`src/rtl/chip_load_driver.sv`:
```
// Host-side loader: streams source words into the chip input/kernel memories, then hands off.
// Optional LOAD_CHECKSUM_EN macro enables the running sum of written data words.
module chip_load_driver #(
    parameter int IO_DATA_WIDTH      = 16,
    parameter int FEATURE_MAP_WIDTH  = 128,
    parameter int FEATURE_MAP_HEIGHT = 128,
    parameter int INPUT_NB_CHANNELS  = 2,
    parameter int OUTPUT_NB_CHANNELS = 16,
    parameter int KERNEL_SIZE        = 3
) (
    input  logic                     clk,
    input  logic                     arst_in,
    input  logic                     go,
    input  logic [IO_DATA_WIDTH-1:0] src_data,
    input  logic                     src_valid,
    output logic                     src_ready,
    output logic [IO_DATA_WIDTH-1:0] a_input,
    output logic [IO_DATA_WIDTH-1:0] b_input,
    output logic                     int_mem_we,
    output logic                     data_ready,
    output logic                     start,
    input  logic                     fsm_done,
    output logic                     busy,
    output logic                     done,
    output logic [31:0]              checksum
);

    typedef enum logic [2:0] {
        S_IDLE, S_LOAD_IN, S_LOAD_KER, S_HANDOFF, S_START, S_WAIT_DONE, S_DONE
    } state_t;

    localparam logic [6:0] X_LAST  = 7'(FEATURE_MAP_WIDTH - 1);
    localparam logic [6:0] Y_LAST  = 7'(FEATURE_MAP_HEIGHT - 1);
    localparam logic [0:0] IC_LAST = 1'(INPUT_NB_CHANNELS - 1);
    localparam logic [3:0] OC_LAST = 4'(OUTPUT_NB_CHANNELS - 1);
    localparam logic [1:0] K_LAST  = 2'(KERNEL_SIZE - 1);

    state_t state_q, state_d;
    logic [6:0] x_q, x_d, y_q, y_d;
    logic [0:0] inch_q, inch_d;
    logic [1:0] ky_q, ky_d, kx_q, kx_d;
    logic [3:0] outch_q, outch_d;
    logic [IO_DATA_WIDTH-1:0] a_q, a_d, b_q, b_d;
    logic we_q, we_d;
    logic data_ready_q, data_ready_d;
    logic start_q, start_d;
    logic [15:0] addr;
    logic xfer;
    logic launch;

    always_comb begin
        state_d      = state_q;
        x_d          = x_q;
        y_d          = y_q;
        inch_d       = inch_q;
        ky_d         = ky_q;
        kx_d         = kx_q;
        outch_d      = outch_q;
        addr         = 16'h0000;
        launch       = 1'b0;
        src_ready    = (state_q == S_LOAD_IN) || (state_q == S_LOAD_KER);
        xfer         = src_ready && src_valid;
        data_ready_d = (state_q == S_HANDOFF);
        start_d      = (state_q == S_START);

        unique case (state_q)
            S_IDLE, S_DONE: begin
                if (go) begin
                    launch  = 1'b1;
                    state_d = S_LOAD_IN;
                    x_d     = '0;
                    y_d     = '0;
                    inch_d  = '0;
                    ky_d    = '0;
                    kx_d    = '0;
                    outch_d = '0;
                end
            end
            S_LOAD_IN: begin
                addr = {1'b0, inch_q, y_q, x_q};
                // x innermost, carrying into y then channel
                if (xfer) begin
                    if (x_q == X_LAST) begin
                        x_d = '0;
                        if (y_q == Y_LAST) begin
                            y_d = '0;
                            if (inch_q == IC_LAST) begin
                                inch_d  = '0;
                                state_d = S_LOAD_KER;
                            end else begin
                                inch_d = inch_q + 1'b1;
                            end
                        end else begin
                            y_d = y_q + 7'd1;
                        end
                    end else begin
                        x_d = x_q + 7'd1;
                    end
                end
            end
            S_LOAD_KER: begin
                addr = {1'b1, 6'b0, inch_q, ky_q, kx_q, outch_q};
                if (xfer) begin
                    if (outch_q == OC_LAST) begin
                        outch_d = '0;
                        if (kx_q == K_LAST) begin
                            kx_d = '0;
                            if (ky_q == K_LAST) begin
                                ky_d = '0;
                                if (inch_q == IC_LAST) begin
                                    inch_d  = '0;
                                    state_d = S_HANDOFF;
                                end else begin
                                    inch_d = inch_q + 1'b1;
                                end
                            end else begin
                                ky_d = ky_q + 2'd1;
                            end
                        end else begin
                            kx_d = kx_q + 2'd1;
                        end
                    end else begin
                        outch_d = outch_q + 4'd1;
                    end
                end
            end
            S_HANDOFF:   state_d = S_START;
            S_START:     state_d = S_WAIT_DONE;
            S_WAIT_DONE: if (fsm_done) state_d = S_DONE;
            default:     state_d = S_IDLE;
        endcase

        we_d = xfer;
        a_d  = xfer ? IO_DATA_WIDTH'(addr) : a_q;
        b_d  = xfer ? src_data : b_q;
    end

    always_ff @(posedge clk or posedge arst_in) begin
        if (arst_in) begin
            state_q      <= S_IDLE;
            x_q          <= '0;
            y_q          <= '0;
            inch_q       <= '0;
            ky_q         <= '0;
            kx_q         <= '0;
            outch_q      <= '0;
            a_q          <= '0;
            b_q          <= '0;
            we_q         <= 1'b0;
            data_ready_q <= 1'b0;
            start_q      <= 1'b0;
        end else begin
            state_q      <= state_d;
            x_q          <= x_d;
            y_q          <= y_d;
            inch_q       <= inch_d;
            ky_q         <= ky_d;
            kx_q         <= kx_d;
            outch_q      <= outch_d;
            a_q          <= a_d;
            b_q          <= b_d;
            we_q         <= we_d;
            data_ready_q <= data_ready_d;
            start_q      <= start_d;
        end
    end

`ifdef LOAD_CHECKSUM_EN
    logic [31:0] cks_q, cks_d;

    always_comb begin
        cks_d = cks_q;
        if (launch) begin
            cks_d = '0;
        end else if (xfer) begin
            cks_d = cks_q + 32'(src_data);
        end
    end

    always_ff @(posedge clk or posedge arst_in) begin
        if (arst_in) begin
            cks_q <= '0;
        end else begin
            cks_q <= cks_d;
        end
    end

    assign checksum = cks_q;
`else
    assign checksum = 32'h0;
`endif

    assign a_input    = a_q;
    assign b_input    = b_q;
    assign int_mem_we = we_q;
    assign data_ready = data_ready_q;
    assign start      = start_q;
    assign busy       = (state_q != S_IDLE) && (state_q != S_DONE);
    assign done       = (state_q == S_DONE);

endmodule

```
`config.mk`:
```
export PLATFORM = sky130hd
export DESIGN_NAME = chip_load_driver
export DESIGN_NICKNAME = d
export VERILOG_FILES = /design/src/rtl/chip_load_driver.sv
export SDC_FILE = /design/constraint.sdc
export NUM_CORES = 1
export LEC_CHECK = 0
export BUFFER_PORTS_ARGS = -buffer_cell sky130_fd_sc_hd__buf_2
export CAP_MARGIN = 20
export CORE_MARGIN = 4
export CORE_UTILIZATION = 44
export DETAILED_ROUTE_END_ITERATION = 8
export GPL_TIMING_DRIVEN = 0
export HOLD_SLACK_MARGIN = 0.02
export PLACE_DENSITY = 0.69
export SLEW_MARGIN = 10
export SYNTH_ARGS = -nofsm -noshare
export SYNTH_HDL_FRONTEND = slang
export SYNTH_SLANG_ARGS = --single-unit
export TNS_END_PERCENT = 10
```
`constraint.sdc`:
```
create_clock -name clk -period 2.36 [get_ports clk]
set_clock_uncertainty 0.1 [all_clocks]
set_input_delay 0.236 -clock clk [delete_from_list [all_inputs] [get_ports clk]]
set_output_delay 0.236 -clock clk [all_outputs]
set_load 0.02 [all_outputs]
```
==> results by stage <==
Finish:
- The diode insertion count for antenna repair is 0.
- After the last flow step, the layout net total stands at 431.
- The total non-filler cell area in the finished layout is 4000 um2.
- The post-route netlist has 35.5% of its cells at a drive strength greater than 1.
- Compared with the post-synthesis result, the final layout area differs by 27.1%.

Setup path:
- The type of the setup path with the least slack is reg2reg.
- In this run the critical register-to-register path is captured at state_q[1].
- The worst setup path is captured at a flip-flop.
- STA puts the critical path data required time at 2.47 ns.
- The setup check on the worst reg-to-reg path leaves a slack of 0.15 ns.
- In this run the critical register-to-register path is launched from outch_q[0].
- STA classifies the critical path startpoint as a flip-flop.
- Along the worst path, the maximum fanout reaches 6.
- The end of the critical path is state_q[1].
- The start point of the critical path is outch_q[0].
- The arrival time of the worst setup path is 2.32 ns.
- Measured in cells, the most critical reg-to-reg path has a length of 6.

Min path:
- In this run the most critical hold path is launched from src_data[1].
- The type of the most critical hold path is in2reg.

Clocking:
- The later pin in the worst-skew pair is clocked with a latency of 0.34 ns.
- The tree built by TritonCTS fans out to 61 sinks.
- The number of buffers inserted during clock tree synthesis is 9.
- The H-tree generated during clock tree synthesis spans 3 levels.
- The register clock-pin slew on the reported worst setup and hold paths is 0.07 ns.
- TritonCTS built the clock tree.
- No sink is reached through more buffers than the 2 on the longest clock path.
- The cell chosen for the clock root is clkbuf_8.

Timing:
- The final count of pins violating max slew is 0.
- The smallest clock period supported by the final layout is computed as 2.21 ns.
- The number of failing setup endpoints in the final timing report is 0.
- At the pin with the least slew margin, the transition time is 0.520 ns.
- On the final layout, the worst hold slack is 0.0257 ns.
- The setup TNS after final layout is 0 ns.
- The headroom to the max-slew limit is 65.3%.
- The number of endpoints with negative hold slack in the final report is 0.
- For this run, the top clock speed supported by timing is 452 MHz.
- The worst path uses 93.7% of the clock period.

Global routing:
- Entering global routing, the biggest net connects 39 pins.
- The overall track demand over capacity in global routing is 16.4%.
- The via count of the first global-routing pass is 2348.
- The number of antenna violations at the first check in global routing is 0.
- After global routing the overflow that remains totals 0.
- The first global-routing pass estimated 11.2 mm of wire.

Placed design:
- The number of input and output port buffers inserted is 57.
- In this run the cell area measured after placement is 3680 um2.
- After legalization and detailed placement, the total HPWL measured 4.98 mm.
- The weighted congestion at the end of routability-driven global placement is 0.812.

Pwr:
- Power spread over the standard cell area amounts to 1130 nW/um2.
- The final total power is 4.50 mW.
- The leakage power is 2.03 nW.
- The worst-case IR drop observed on VDD is 0.367 mV.

Route:
- The first-iteration detailed-routing DRC count is 78.
- The detailed-route vias per instance is 4.88.
- The first TritonRoute pass finished after 4 iterations.
- The overall routed net length is 6.66 mm.
- The remaining antenna violation count is 0.
- After detailed routing, the number of remaining DRC violations is 0.
- The total via count after detailed routing is 2475.
- Dividing the detail-routed wire length by the instance count gives 13.1 um.

Die:
- The effective utilization at floorplan is 45.8%.
- The count of pins on the block boundary is 91.
- The die is 92.5 um wide.
- The die height is 92.5 um.
- The number of placement rows is 30.
- The total die area is 8560 um2.
- The placeable core area is 6870 um2.

Yosys:
- By area the synthesized netlist is led by dfrtp_1 49%, buf_4 8.1%, a22o_1 7.0%.
- Summed over all instances, the cell type with the most area after synthesis is dfrtp_1.
- The cell area after technology mapping is 3140 um2.
- The number of different library cells used by synthesis comes to 47.
- The most common cell in the synthesized netlist is dfrtp_1.
- The yosys synthesis warning count is 0.
- Sorting the synthesized cells by how often they occur yields 61 x dfrtp_1, 34 x buf_4, 31 x nand2_1.
- For this run, asynchronously set or reset flops after synthesis account for 100%.
- Synthesis produced a netlist whose cell count is 296.
- Sequential elements use 48.6% of the synthesized area.
- The average instance area after synthesis is 10.6 um2.
- In this run, synthesis produced a sequential element count of 61.
- For this run, the leading register cell type out of synthesis is dfrtp_1.
- The top cell type by area accounts for 48.6% of the synthesized area.
- Yosys mapped a number of flops with a built-in enable equal to 0.

Flow run:
- Across the run, the number of max-cap violations was 0.

Outcome:
- The flow ran to the end, and the final reports show no timing, DRC or antenna violations.
## final cells by class
class | count | area, um2
timing repair buffer | 68 | 403
fill | 603 | 2870
clock buffer | 9 | 124
clock inverter | 7 | 73.8
sequential | 61 | 1530
multi-input combinational | 214 | 1420
inverter | 8 | 30.0
buffer | 44 | 299
tap | 96 | 120
## through the flow
stage | worst slack [ns] | util, % | instances
final | 0.148 | 58.2 | 507
after global routing | -0.00264 | 58.2 | 507
after CTS | 0.0242 | 57.8 | 506
after detailed placement | 0.0422 | 53.6 | 481
after global placement | -0.202 | 53.4 | 480
after floorplan | 0.321 | - | 327
## logic make-up after synthesis
group | Yosys count | share of synthesized area, %
adder cells (fa/ha/maj) | 4 | 1.59
AO/OA/AOI/OAI | 70 | 17.1
XOR/XNOR | 4 | 1.11
multiplexers | 23 | 8.08
buffers and inverters | 52 | 10.5
other | 1 | 0.119
AND/OR/NAND/NOR | 81 | 13.0
flip-flops | 61 | 48.6
## what timing repair did
| item | CTS | global route |
|---|---|---|
| gates resized for setup | 0 | 2 |
| setup buffers | 0 | 1 |
| hold buffers | 9 | 0 |
| hold endpoints to repair | 31 | 0 |
| endpoints found under the setup margin | 0 | 2 |
## registers in the layout, summed over array words and instances (netlist names)
register and flops:
y_q 7, ky_q 2, x_q 7, outch_q 4, a_input 16, int_mem_we 1
kx_q 2, b_input 16, data_ready 1, start 1, state_q 3, inch_q 1
## worst min path at each step
stage	to	slack, ns	cells after the start
after floorplan	b_input[0]	0.27	1
after global placement	b_input[1]	0.35	2
after detailed placement	int_mem_we	0.22	2
after CTS	b_input[1]	0.02	2
after global routing	b_input[2]	0.03	2
final	b_input[1]	0.03	2
## worst max-delay path, stage by stage (launching register included)
cell and delay, ns:
dfrtp_1 0.44, ha_1 0.26, nand3_2 0.16, o41ai_4 0.35
o311ai_2 0.23, nor3_4 0.21, mux2_1 0.34
## report_power, final
group	switching, mW	total, mW	internal (mW)
registers	0.199	1.54	1.34
clock network	0.431	0.919	0.488
logic	1.22	2.04	0.821
## cells in the final DEF (no fill, tap or decap), types with 2 or more instances in the layout
master / n
mux2i_1: 4
nand2b_1: 3
o21ai_0: 17
o31ai_1: 3
o22ai_1: 2
buf_2: 61
ha_1: 4
a21o_1: 3
dfrtp_1: 61
or2_2: 3
o21ai_2: 2
a22o_1: 25
and3_1: 4
a21oi_1: 4
dlygate4sd3_1: 9
xor2_1: 3
nor3_1: 2
clkinvlp_4: 4
nand4_1: 3
inv_1: 6
nand3_1: 11
mux2_1: 4
nand2_1: 31
mux2_2: 15
o21ai_1: 6
nor2_1: 14
inv_2: 2
buf_4: 35
clkbuf_1: 5
clkbuf_8: 9
conb_1: 32
## per-layer routing
layer / share of wire (%) / GRT usage [%] / routed length, um / vias up
met4: 2.4 / 7.80 / 163 / 0
met2: 47 / 26.3 / 3160 / 90
met5: 0 / 0 / 0 / -
li1: - / - / - / 1207
met1: 44 / 20.9 / 2910 / 1167
met3: 6.4 / 3.82 / 428 / 11
No activity file was read; power rests on OpenSTA's default activity.
